[config.mk]
export PLATFORM = sky130hd
export DESIGN_NAME = jk_reg_bank
export DESIGN_NICKNAME = d
export VERILOG_FILES = /design/src/rtl/jk_reg_bank.sv
export SDC_FILE = /design/constraint.sdc
export NUM_CORES = 1
export LEC_CHECK = 0
export CAP_MARGIN = 10
export CORE_ASPECT_RATIO = 0.8
export CORE_UTILIZATION = 23
export CTS_BUF_LIST = sky130_fd_sc_hd__clkbuf_16
export CTS_CLUSTER_SIZE = 14
export DETAILED_ROUTE_END_ITERATION = 10
export PLACE_DENSITY = 0.52
export SKIP_CTS_REPAIR_TIMING = 1
export SLEW_MARGIN = 5
export SYNTH_ARGS = -nofsm -noshare
export SYNTH_HDL_FRONTEND = slang
export SYNTH_SLANG_ARGS = --single-unit
[constraint.sdc]
create_clock -name clk -period 2 [get_ports clk]
set_input_delay 0.4 -clock clk [delete_from_list [all_inputs] [get_ports clk]]
set_output_delay 0.4 -clock clk [all_outputs]
set_load 0.005 [all_outputs]
[src/rtl/jk_reg_bank.sv]
// WIDTH-bit JK register bank with load, up/down count and optional sticky change flags (JK_REG_BANK_CHG_FLAG_EN).
// Latency: q one edge after inputs; qb/tc combinational from q, en, mode.
// No backpressure: en=0 holds state, and every enabled edge is accepted.
module jk_reg_bank #(
  parameter int              WIDTH     = 8,
  parameter logic [WIDTH-1:0] RESET_VAL = '0
) (
  input  logic             clk,
  input  logic             rst_n,
  input  logic             en,
  input  logic [1:0]       mode,
  input  logic [WIDTH-1:0] j,
  input  logic [WIDTH-1:0] k,
  input  logic [WIDTH-1:0] d,
  output logic [WIDTH-1:0] q,
  output logic [WIDTH-1:0] qb,
  output logic             tc,
  input  logic             chg_clr,
  output logic [WIDTH-1:0] chg
);

  localparam logic [1:0] MODE_JK   = 2'b00;
  localparam logic [1:0] MODE_LOAD = 2'b01;
  localparam logic [1:0] MODE_UP   = 2'b10;
  localparam logic [1:0] MODE_DN   = 2'b11;

  logic [WIDTH-1:0] tgl;
  logic [WIDTH-1:0] jj;
  logic [WIDTH-1:0] kk;
  logic [WIDTH-1:0] q_nxt;

  // Ripple toggle chain: up toggles above trailing ones, down above trailing zeros.
  always_comb begin
    tgl    = '0;
    tgl[0] = 1'b1;
    for (int i = 1; i < WIDTH; i++) begin
      if (mode == MODE_DN) tgl[i] = tgl[i-1] & ~q[i-1];
      else                 tgl[i] = tgl[i-1] &  q[i-1];
    end
  end

  // Every mode is expressed as per-bit J/K so a single JK update equation serves all.
  always_comb begin
    jj = j;
    kk = k;
    case (mode)
      MODE_JK:   begin jj = j;   kk = k;   end
      MODE_LOAD: begin jj = d;   kk = ~d;  end
      default:   begin jj = tgl; kk = tgl; end
    endcase
  end

  assign q_nxt = (jj & ~q) | (~kk & q);

  always_ff @(posedge clk) begin
    if (!rst_n)  q <= RESET_VAL;
    else if (en) q <= q_nxt;
  end

  assign qb = ~q;
  assign tc = en & (((mode == MODE_UP) & (&q)) | ((mode == MODE_DN) & ~(|q)));

`ifdef JK_REG_BANK_CHG_FLAG_EN
  logic [WIDTH-1:0] chg_r;
  logic [WIDTH-1:0] chg_set;

  assign chg_set = en ? (q_nxt ^ q) : '0;

  // Set wins over a same-edge clear; clear is honoured even while en=0.
  always_ff @(posedge clk) begin
    if (!rst_n) chg_r <= '0;
    else        chg_r <= chg_set | (chg_clr ? '0 : chg_r);
  end

  assign chg = chg_r;
`else
  logic unused_chg_clr;
  assign unused_chg_clr = chg_clr;
  assign chg = '0;
`endif

endmodule
Word level (Yosys, flattened, before mapping)
Cells that the tools add are included.

word-level totals
  register bits = 8
  output and inout port bits = 25
  logic and storage cells = 46
  input port bits = 30

operators by class
  reductions and logical operators = 3
  mux-type cells = 9
  bitwise logic cells = 30
  equal/unequal tests = 3

operator list
  cell                                                              count
  8-bit case mux with 2 select lines                                2
  8-bit inverter                                                    3
  8-bit bitwise AND                                                 2
  1-bit bitwise AND                                                 15
  1-bit inverter                                                    8
  8-bit bitwise OR                                                  1
  8-bit AND reduction                                               1
  8-bit OR reduction                                                1
  1-bit 2-to-1 mux                                                  7
  2-bit == test (second input constant)                             2
  2-bit by 1-bit == test with 1-bit output (second input constant)  1
  2-bit zero test                                                   1
  1-bit bitwise OR                                                  1

Longest topological paths before layout
  depth in word-level cells = 18
  depth in mapped cells = 7

Least setup slack after synthesis
OpenSTA, ideal clock, no wires.

  path kind = reg2out
  from = register q[0]
  to = output port tc
  path slack = 0.131 ns
  data arrival time = 1.469 ns
  stages on the path, launching flop included = 5
  required time = 1.600 ns
  cell sequence = dfxtp_1 > or3_4 > or3_4 > nor4_1 > o21a_1

on the way
  longest elaborated chain between the ends = 5
  elaborated cells between the ends (all ways) = 7

ends and longest elaborated chain
  what                    RTL line  RTL
  from (decl)             15        output logic [WIDTH-1:0] q,
  from (signal assigned)  57        else if (en) q <= q_nxt;
  8-bit OR reduction      61        assign tc = en & (((mode == MODE_UP) & (&q)) | ((mode == MODE_DN) & ~(|q)));
  1-bit inverter          61
  1-bit bitwise AND       61
  1-bit bitwise OR *      61
  1-bit bitwise AND *     61
  to (decl)               17        output logic tc,

Every way passes the cells marked *; elsewhere a longest branch is shown, timed or not.

Worst setup path in the final report
  from = register q[2]
  to = output port tc

The elaborated chain is that of the path after synthesis.

==> flow_summary.toml <==
[floorplan]
core-area_um2 = 3490
rows = 19
fp.dieW_um = 70
initial_core_util_pct = 24.3
dieHeight_um = 56.4
io_pins = 55
die_area_um2 = 3950

[sta]
finalSetupViolCount = 1
drv_slew = 0
fin_skew_ns = 0.00231
report.final.hold_viol_count = 0
fin_ws_ns = -0.218
fmax_ghz = 0.451
period_needed_ns = 2.22
hold_slack_ns = 0.612
rsz0062_at_grt = "yes"
period_share_pct = 111

[global_routing]
grt_pass1_wl_um = 4530
use_met1_pct = 20.2
grt_max_degree = 20
grt_busiest_layer = "met2"
antenna_found_initial = 0
grt_use_met3_pct = 3.59
grt_pass1_vias = 987
overflow = 0
grt_util_all_layers_pct = 14.5
grt.met2_usage_pct = 22.4

[hold_path]
min-delay-start = "q[1]"
holdPathEnd = "q[1]"
holdCritPathClass = "register to register"
holdPathStages = 2

[clock_tree]
clock_latency_ns = 0.23
clockBufferDepth = 2
htreeDepth = 1
cts_tree = "built"
cts_root_buf = "clkbuf_16"
clk_pin_slew_ns = 0.04
numCtsBuffers = 3
clkSinkCount = 8

[critical_path]
crit_slowest_cell = "or3_4"
cp_max_fo = 2
startpoint_type = "register"
ff2ff_path_depth = 6
critPathKind = "register to primary output"
path_common_cell = "or3_4"
critPathBufInv = 1
crit_required_ns = 1.60
worst_path_largest_cell_delay_ns = 0.39
worstPathArrival_ns = 1.82
cp_cell_sequence = "or3_4 > or3_4 > nor4_2 > o21a_1 > clkbuf_2"
crit_path_end_kind = "primary output"
rrSetupSlack_ns = 0.14
critical-path-top-delay-family = "simple AND/OR/NAND/NOR gates"
r2r-start = "q[2]"
r2r_end = "q[6]"

[detailed_routing]
routedWlPerCell_um = 12.7
route.detailed.drc = 0
firstDrtPassIters = 4
dr_total_vias = 1072
wl_um = 2880
via_per_inst = 4.72
ant_nets = 0
drtIter0Drc = 29

[yosys]
synth_edf_count = 0
synthTopCellsByArea = "dfxtp_1 19%, buf_4 7.1%, o21ai_0 6.5%"
synth.mux.area_fraction_pct = 6.03
ys_seq_area_share_pct = 18.8
syn_area_um2 = 851
synthArstFlopShare_pct = 0
synth_top_area_share_pct = 18.8
ys_ff_latch = 8
synth_fa_ha_area_share_pct = 0
synth_simple_gate_area_share_pct = 24.4
syn-instance-count = 123
synth_xor_area_share_pct = 1.03
syn_area_per_cell_um2 = 6.92
yosysTopAreaCell = "dfxtp_1"
synth-compound-area-share_pct = 32.4
synth_cell_types = 39
synth_ff_type = "dfxtp_1"
synth_top_family_by_area = "compound AO/OA/AOI/OAI gates"
yosys_warnings = 0

[final_layout]
area_growth_pct = 79.0
drive_above_1_share_pct = 17.8
regMostFlops = "q"
diodes = 0
stdcell_area_um2 = 1520
utilization_pct = 43.6
largest_register_ffs = 8
final_nets = 217
largestRegisters = "q (8)"
fillCellCount = 370
layoutNonFillerInstCount = 227

[placed_design]
dp_cells = 222
port_buffers = 45
gp_congestion = 0.833
dp.final_hpwl_um = 2190
dpl_cell_area_um2 = 1420

[run_status]
violations = "negative setup slack"
status = "finished with violations"

[job]
cap_violations = 0

[pwr]
p_per_area_nw_per_um2 = 540
ir_drop_v = 0.000227
leakagePower_nw = 0.626
total_power_uw = 822
-- cell usage after synthesis (2+ instances only) --
cell type and count:
clkbuf_1 4, nor2_1 14, nand4_1 3, or3_4 2, a21boi_0 2, clkbuf_8 2
o22ai_1 3, dfxtp_1 8, nor2b_1 3, nand3_1 2, inv_1 11, a21oi_1 9
nand2_1 9, a31oi_1 2, o21ai_0 11, mux2i_1 4, buf_4 8, a22oi_1 3
nand3b_1 2, a221oi_1 2
-- final cells by class --
type / count / area [um^2] / share of cell area [%]
clock buffers: 3 / 75.1 / 4.93
inverters: 11 / 41.3 / 2.71
multi-input cells: 97 / 584 / 38.4
flip-flops and latches: 8 / 161 / 10.6
well taps: 42 / 52.6 / 3.45
repair buffers: 66 / 608 / 39.9
-- layout by cell type (no fill, tap or decap), types with 4 or more instances in the layout --
cell type	instances
nand2_1	9
a21oi_1	9
inv_1	11
clkdlybuf4s50_1	42
nor2_1	14
buf_4	21
conb_1	8
o21ai_0	11
mux2i_1	4
dfxtp_1	7
-- tightest hold or removal path, cell delays in order, from the launching register on --
cell and delay (ns):
dfxtp_2 0.32, buf_4 0.15, a311oi_1 0.09
-- stage by stage --
step	setup TNS (ns)	worst slack (ns)
global placement	-1.20	-0.594
CTS	-0.619	-0.619
finish	-0.218	-0.218
global route	-0.246	-0.246
detailed placement	-1.33	-0.621
floorplan	0	0.131
-- power by group --
part | leakage (nW) | switching [mW] | internal [mW]
sequential | 0.0662 | 0.0136 | 0.174
clock | 0.0370 | 0.0786 | 0.258
combinational | 0.522 | 0.120 | 0.178
-- how the worst max path moves through the flow --
stage / start / endpoint / slack (ns) / cells past startpoint
2_1_floorplan: q[0] / tc / 0.13 / 4
3_3_place_gp: mode[0] / tc / -0.59 / 6
3_5_place_dp: mode[0] / tc / -0.62 / 6
4_1_cts: mode[0] / tc / -0.62 / 6
5_1_grt: q[2] / tc / -0.25 / 5
6_report: q[2] / tc / -0.22 / 5
-- logic make-up (layout without fill, tap and decap cells) --
logic type | count (synthesis) | after routing
AND/OR/NAND/NOR | 41 | 41
AO/OA/AOI/OAI | 42 | 42
multiplexers | 5 | 5
flip-flops | 8 | 8
buffers and inverters | 25 | 80
XOR/XNOR | 1 | 1
other | 1 | 8
-- per-layer routing --
metal | vias up | wire length (um)
met5 | - | 0
met1 | 469 | 1440
met2 | 48 | 1240
li1 | 553 | -
met3 | 2 | 190
met4 | 0 | 9
(Power assumes the default switching activity.)
